`config.mk`:
```
export PLATFORM = sky130hd
export DESIGN_NAME = stream_extreme_index
export DESIGN_NICKNAME = d
export VERILOG_FILES = /design/src/rtl/stream_extreme_index.sv
export SDC_FILE = /design/constraint.sdc
export NUM_CORES = 1
export LEC_CHECK = 0
export BUFFER_PORTS_ARGS = -buffer_cell sky130_fd_sc_hd__buf_2
export CAP_MARGIN = 10
export CORE_MARGIN = 2
export CORE_UTILIZATION = 50
export CTS_CLUSTER_DIAMETER = 80
export DETAILED_ROUTE_END_ITERATION = 6
export GPL_ROUTABILITY_DRIVEN = 0
export HOLD_SLACK_MARGIN = 0.12
export PLACE_DENSITY = 0.77
export RECOVER_POWER = 25
export SLEW_MARGIN = 20
export SYNTH_ARGS = -nofsm -noshare
export SYNTH_HDL_FRONTEND = slang
export SYNTH_SLANG_ARGS = --single-unit
```
`constraint.sdc`:
```
create_clock -name clk -period 3.4 [get_ports clk]
set_input_delay 0.34 -clock clk [delete_from_list [all_inputs] [get_ports clk]]
set_output_delay 0.34 -clock clk [all_outputs]
set_load 0.01 [all_outputs]
```
`src/rtl/stream_extreme_index.sv`:
```
// Serial min/max search: accepts COUNT operands over a valid/ready stream and reports
// the index and value of the smallest (mode=0) or largest (mode=1) operand.
module stream_extreme_index #(
    parameter int WIDTH = 3,
    parameter int COUNT = 4,
    parameter int IDX_W = (COUNT > 1) ? $clog2(COUNT) : 1
) (
    input  logic             clk,
    input  logic             rst_n,
    input  logic             start,
    input  logic             mode,
    input  logic             clear,
    input  logic             in_valid,
    output logic             in_ready,
    input  logic [WIDTH-1:0] in_data,
    output logic             out_valid,
    input  logic             out_ready,
    output logic [IDX_W-1:0] out_idx,
    output logic [WIDTH-1:0] out_val,
    output logic             busy
);

    typedef enum logic [1:0] {
        IDLE = 2'd0,
        SCAN = 2'd1,
        DONE = 2'd2
    } state_t;

    localparam logic [IDX_W:0] LAST_CNT = (IDX_W+1)'(COUNT - 1);
    localparam logic [IDX_W:0] CNT_ONE  = (IDX_W+1)'(1);

    state_t           r_state;
    state_t           w_state_nxt;
    logic [IDX_W:0]   r_cnt;
    logic [IDX_W-1:0] r_best_idx;
    logic [WIDTH-1:0] r_best_val;
    logic             r_mode;

    logic             w_accept;
    logic             w_last;
    logic             w_better;
    logic             w_first;

    // Strict comparison, so an equal later operand never displaces the earlier one.
    function automatic logic is_better(input logic          find_max,
                                       input logic [WIDTH-1:0] cand,
                                       input logic [WIDTH-1:0] best);
        return find_max ? (cand > best) : (cand < best);
    endfunction

    assign w_accept = (r_state == SCAN) && in_valid && !clear;
    assign w_last   = (r_cnt == LAST_CNT);
    assign w_first  = (r_cnt == '0);
    assign w_better = is_better(r_mode, in_data, r_best_val);

    always_ff @(posedge clk or negedge rst_n) begin
        if (!rst_n) begin
            r_state <= IDLE;
        end else begin
            r_state <= w_state_nxt;
        end
    end

    always_comb begin
        w_state_nxt = r_state;
        if (clear) begin
            w_state_nxt = IDLE;
        end else begin
            case (r_state)
                IDLE: if (start) w_state_nxt = SCAN;
                SCAN: if (w_accept && w_last) w_state_nxt = DONE;
                DONE: if (out_ready) w_state_nxt = IDLE;
                default: w_state_nxt = IDLE;
            endcase
        end
    end

    always_ff @(posedge clk or negedge rst_n) begin
        if (!rst_n) begin
            r_cnt      <= '0;
            r_best_idx <= '0;
            r_best_val <= '0;
            r_mode     <= 1'b0;
        end else if (clear) begin
            r_cnt <= '0;
        end else begin
            if ((r_state == IDLE) && start) begin
                r_mode <= mode;
                r_cnt  <= '0;
            end
            if (w_accept) begin
                r_cnt <= r_cnt + CNT_ONE;
                if (w_first || w_better) begin
                    r_best_val <= in_data;
                    r_best_idx <= r_cnt[IDX_W-1:0];
                end
            end
        end
    end

    // Outputs are pure state decodes; the result is masked to zero outside DONE.
    assign in_ready  = (r_state == SCAN);
    assign out_valid = (r_state == DONE);
    assign busy      = (r_state != IDLE);
    assign out_idx   = out_valid ? r_best_idx : '0;
    assign out_val   = out_valid ? r_best_val : '0;

endmodule

```
==> flow_summary.yaml, run 1 <==
outcome:
  outcome: "finished clean"
power_and_ir_drop:
  ir_drop_uv: 291
  power_frac_comb_pct: 29.3
  power.share.clock_pct: 24.3
  netSwitchingPower_uw: 117
  power.leakage_nw: 0.388
  p_int_uw: 256
  sw_frac_of_total_pct: 31.3
  seq_power_share_pct: 46.4
  power.density_nw_per_um2: 465
clock_network:
  post-cts-setup-buffer-count: 0
  cts_hold_buffers: 1
  clk_pin_slew_worst_paths_ns: 0.07
  cts_buffers: 3
  ctsLongestPathBuffers: 2
  clk_latency_ns: 0.27
  cts_tree: "yes"
  cts_resized: 0
  root_buffer: "clkbuf_4"
  clkSinkCount: 11
  h-tree-depth: 1
hold_path:
  hold_start: "clear"
  min_path_type: "input pin to flip-flop"
sta:
  rsz0062_at_grt: "no"
  skew_ns: 0.00895
  finalMaxSlewViolations: 0
  tightest_slew_ns: 0.584
  setup_violations: 0
  fin_crit_sh_pct: 51.2
  fmax_mhz: 574
  relSlewSlack_pct: 61.0
  period_needed_ns: 1.74
  finalHoldViolCount: 0
  final.setup.tns_ns: 0
worst_setup_path:
  end_kind: "flip-flop"
  crit_chain: "inv_1 -> ha_1 -> nand3b_1 -> and2_1 -> o211ai_4 -> mux2_2"
  slowest_delay_ns: 0.37
  cp.arrival_ns: 1.90
  cp-start-kind: "flip-flop"
  startpoint: "r_best_val[2]$_DFFE_PN0P_"
  reg2reg_from: "r_best_val[2]$_DFFE_PN0P_"
  path_max_fanout: 5
  path_class: "flip-flop to flip-flop"
  slowest_stage: "mux2_2"
  required_ns: 3.56
global_route:
  grt-ovfl-total: 0
  first_global_vias: 506
  grt_pass1_wl_mm: 2.07
  grt_use_total_pct: 20.2
  grt_max_degree: 14
  antenna_found_initial: 0
yosys:
  yosysWarnings: 0
  synth_top_cell_area_share_pct: 41.3
  synth_area_per_cell_um2: 10.6
  ys.flop_type: "dfrtp_1"
  ys_async_sr_fraction_pct: 100
  syn_area_um2: 667
  yosysTopAreaCell: "dfrtp_1"
  yosysMostFrequentCell: "dfrtp_1"
  syn-num-nets: 79
  yosys-top-cells-area: "dfrtp_1, mux2_2, ha_1"
  synth.distinct_cells: 24
  synthCells: 63
  synth-edff-count: 0
  ys_ff_latch: 11
  yosysSeqAreaShare_pct: 41.3
  synth_commonest_cells: "dfrtp_1, inv_1, mux2_2"
cells_and_area:
  fin_area_um2: 802
  drive_gt1_share_pct: 38.1
  syn_to_final_growth_pct: 20.3
  layout.nets: 101
  fin_util_pct: 63.2
  n_fill_cell: 107
  n_antenna_cell: 0
die:
  fp.dieW_um: 40.5
  initial_core_util_pct: 52.6
  io_pins: 18
  dieArea_um2: 1640
  die_h_um: 40.5
  core_area_um2: 1270
  core.rowCount: 13
placed_design:
  placed_area_um2: 767
  dp_hpwl_mm: 1.04
  io_buffers: 17
detailed_routing:
  wl_per_cell_um: 13.1
  first_pass_iters: 4
  vias: 533
  drc: 0
  vias_per_cell: 5.38
  routed_wl_mm: 1.29
  drt-initial-drc-count: 9
  drtAntennaViolNets: 0
job:
  maxCapViolations: 0
-- area by class of cell --
type | count | area [um2] | share of cell area [%]
clock buffer | 4 | 26.3 | 3.28
inverter | 7 | 26.3 | 3.28
multi-input combinational | 44 | 362 | 45.1
sequential | 11 | 275 | 34.3
tap | 15 | 18.8 | 2.34
timing repair buffer | 18 | 93.8 | 11.7
-- placed cells by master (no fill, tap or decap), drive strengths merged, types with 3 or more instances in the layout --
master  Yosys  routed
buf         0      16
dfrtp      11      11
inv         7       7
mux2        7       7
ha          6       6
clkbuf      1       5
and2        4       4
nand3       4       4
a21oi       3       3
o21ai       3       3
-- sequential cells by signal, indices dropped and copies added, names as in the netlist --
register	count
r_best_idx	2
r_best_val	3
r_cnt	3
r_mode	1
r_state	2
-- through the flow --
stage	cells	setup WS, ns	hold slack, ns	power [mW]
finish	99	1.66	0.267	0.373
global route	99	1.54	0.281	0.399
CTS	99	1.66	0.262	0.378
detailed placement	94	1.62	0.224	0.285
global placement	94	1.65	0.220	0.278
floorplan	63	1.79	0.0444	0.254
-- cell families (layout without fill, tap and decap cells) --
| group | after synthesis | after routing | synth area share (%) |
|---|---|---|---|
| simple gates | 22 | 22 | 21.0 |
| flops | 11 | 11 | 41.3 |
| compound gates | 9 | 9 | 10.1 |
| buf+inv | 8 | 29 | 4.50 |
| mux | 7 | 7 | 11.8 |
| fa+ha+maj | 6 | 6 | 11.3 |
-- worst paths after layout --
kind,endpoint,slack (ns),cells past startpoint
setup / recovery,r_best_val[2]$_DFFE_PN0P_,1.66,6
hold / removal,r_state[1]$_DFFE_PN0P_,0.27,2
setup reg to reg,r_best_val[2]$_DFFE_PN0P_,1.66,6
hold reg to reg,r_best_idx[0]$_DFFE_PN0P_,0.51,1
max in group asynchronous,r_best_idx[1]$_DFFE_PN0P_,2.44,2
min in group asynchronous,r_best_val[1]$_DFFE_PN0P_,0.57,2
-- layer usage --
metal  part of all wire [%]  global-route usage (%)  up-vias
met4                    2.7                    10.0        0
met2                     52                    36.5       14
li1                       -                       -      269
met3                    4.6                    5.00        5
met5                      0                       0        -
met1                     41                    21.5      245
-- worst max-delay path: cells and delay by family (launching register included) --
family	cells	cell delay [ns]
mux	1	0.37
flops	1	0.36
fa+ha+maj	1	0.31
simple gates	2	0.26
compound gates	1	0.25
buf+inv	1	0.07
-- power groups by stage --
stage                     clock (mW)  combinational (mW)  sequential (mW)
after floorplan                    0              0.0849            0.169
after global placement             0               0.104            0.174
after detailed placement           0               0.109            0.176
after CTS                     0.0940               0.111            0.173
after global routing          0.0981               0.125            0.176
final                         0.0905               0.109            0.173
Note: power is estimated with default switching activity, not from simulation.
==> inputs of run 2 (changes only) <==
CORE_UTILIZATION = 44   (was 50)
PLACE_DENSITY = 0.71   (was 0.77)
clock period = 1.5 ns   (was 3.4 ns; I/O delays follow)
==> run 2 against run 1 <==
  * The flow now finishes with violations (negative setup slack)
  * Combinational power rose to 3.9 times the previous value
  * Flip-flop and latch count is the same
  * Total power rose to 2.7 times the previous value
  * Clock skew down 0.0085 ns
  * Utilization rose by 2.3 points
  * Sequential share of layout area decreased by 5.4 points
  * Critical path type unchanged
  * First-iteration DRC count is 33% lower
  * Worst hold slack worse by 0.12 ns
  * Non-clock buffer count increased by 12
  * Critical path depth unchanged
  * Routed wire length is 5.5% higher
==> flow_summary.yaml, run 2 (synthesized netlist as in run 1, its figures left out) <==
outcome:
  outcome: "finished, violations left"
  violations: "negative setup slack"
sta:
  skew_ns: 0.000434
  setup_violations: 5
  fin_crit_sh_pct: 110
  relSlewSlack_pct: 60.6
  tightest_slew_ns: 0.592
  rsz0062_at_grt: "yes"
  fmax_mhz: 604
  finalMaxSlewViolations: 0
  period_needed_ns: 1.65
  finalHoldViolCount: 0
  setup_slack_ns: -0.154
global_route:
  grt_use_total_pct: 19.0
  grt_max_degree: 13
  grt-ovfl-total: 0
  grt_pass1_wl_mm: 2.54
  first_global_vias: 573
  antenna_found_initial: 0
die:
  core.rowCount: 14
  dieArea_um2: 1840
  initial_core_util_pct: 45.9
  fp.dieW_um: 42.9
  die_h_um: 42.9
  core_area_um2: 1450
  io_pins: 18
clock_network:
  cts_tree: "yes"
  h-tree-depth: 1
  clk_pin_slew_worst_paths_ns: 0.06
  root_buffer: "clkbuf_4"
  ctsLongestPathBuffers: 2
  clkSinkCount: 11
  post-cts-setup-buffer-count: 0
  clk_latency_ns: 0.26
  cts_buffers: 3
detailed_routing:
  wl_per_cell_um: 12.2
  routed_wl_mm: 1.36
  vias: 566
  drtAntennaViolNets: 0
  drt-initial-drc-count: 6
  first_pass_iters: 3
  drc: 0
  vias_per_cell: 5.05
power_and_ir_drop:
  ir_drop_uv: 708
  power.leakage_nw: 0.460
  power.density_nw_per_um2: 1070
cells_and_area:
  final_common_cell: "buf_2"
  n_antenna_cell: 0
  top_regs: "r_best_val (3), r_cnt (3)"
  n_fill_cell: 129
  syn_to_final_growth_pct: 42.8
  fin_area_um2: 952
  fin_cells: 112
  layout.nets: 113
  layout_common_cells: "buf_2, dfrtp_1, buf_4, mux2_4"
  drive_gt1_share_pct: 51.0
worst_setup_path:
  cp.arrival_ns: 1.81
  path_max_fanout: 5
  reg2reg_from: "r_best_val[2]$_DFFE_PN0P_"
  path_class: "flip-flop to flip-flop"
  cp-start-kind: "flip-flop"
  reg2reg_to: "r_best_val[0]$_DFFE_PN0P_"
  end_kind: "flip-flop"
  worst_r2r_path_depth: 6
  reg2reg_setup_slack_ns: -0.15
  required_ns: 1.65
  startpoint: "r_best_val[2]$_DFFE_PN0P_"
hold_path:
  hold_start: "out_ready"
  min_path_type: "input pin to flip-flop"
  whs_path_depth: 3
  worstHoldEndpoint: "r_state[1]$_DFFE_PN0P_"
placed_design:
  io_buffers: 17
  dp_hpwl_mm: 1.10
  place_inst: 105
  placed_area_um2: 877
job:
  maxCapViolations: 0
## run 2: report_power, final
part | leakage, nW | internal, mW | total, mW | switching [mW]
combinational | 0.303 | 0.264 | 0.428 | 0.164
clock | 0.0150 | 0.103 | 0.195 | 0.0916
sequential | 0.143 | 0.354 | 0.393 | 0.0398
total | 0.460 | 0.720 | 1.02 | 0.296
## run 2: repair_timing
| action | 4_1_cts | 5_1_grt |
|---|---|---|
| resized for setup | 3 | 2 |
| hold buffers | 3 | 0 |
| endpoints found under the hold margin | 13 | 0 |
| pin swaps | 0 | 3 |
| setup endpoints to repair | 8 | 8 |
## run 2: stage by stage
step / setup TNS, ns / setup WS, ns / util, % / power, mW / hold WS (ns)
finish: -0.769 / -0.154 / 65.5 / 1.02 / 0.143
global route: -1.25 / -0.252 / 65.5 / 1.10 / 0.142
CTS: -0.830 / -0.168 / 65.1 / 1.03 / 0.138
detailed placement: -0.823 / -0.168 / 60.3 / 0.800 / 0.0337
global placement: -0.722 / -0.149 / 60.3 / 0.794 / 0.0318
floorplan: -0.344 / -0.0687 / - / 0.641 / -0.146
## run 2: critical path, stage by stage, from the launching register on
cell      delay (ns)
dfrtp_1         0.37
inv_2           0.06
ha_4            0.27
nand3b_1        0.09
and2_4          0.16
o211ai_4        0.27
mux2_4          0.33
## run 2: how the worst max path moves through the flow
| stage | cells after the start | end | slack (ns) |
|---|---|---|---|
| floorplan | 6 | r_best_idx[0]$_DFFE_PN0P_ | -0.07 |
| global placement | 6 | r_best_val[0]$_DFFE_PN0P_ | -0.15 |
| detailed placement | 6 | r_best_val[2]$_DFFE_PN0P_ | -0.17 |
| CTS | 6 | r_best_idx[1]$_DFFE_PN0P_ | -0.17 |
| global route | 6 | r_best_idx[0]$_DFFE_PN0P_ | -0.25 |
| finish | 6 | r_best_val[0]$_DFFE_PN0P_ | -0.15 |
## run 2: layer usage
layer  vias up  part of all wire, %  GRT usage [%]
met3         2                  4.2           7.66
met5         -                    0              0
met1       265                   45           24.6
met4         0                  1.2           5.45
met2         9                   49           29.4
li1        290                    -              -
## run 2: area by class of cell
class,count,area (um2),share of cell area (%)
tap,16,20.0,2.10
timing repair buffer,30,189,19.8
multi-input combinational,44,415,43.6
inverter,7,26.3,2.76
sequential,11,275,28.9
clock buffer,4,26.3,2.76
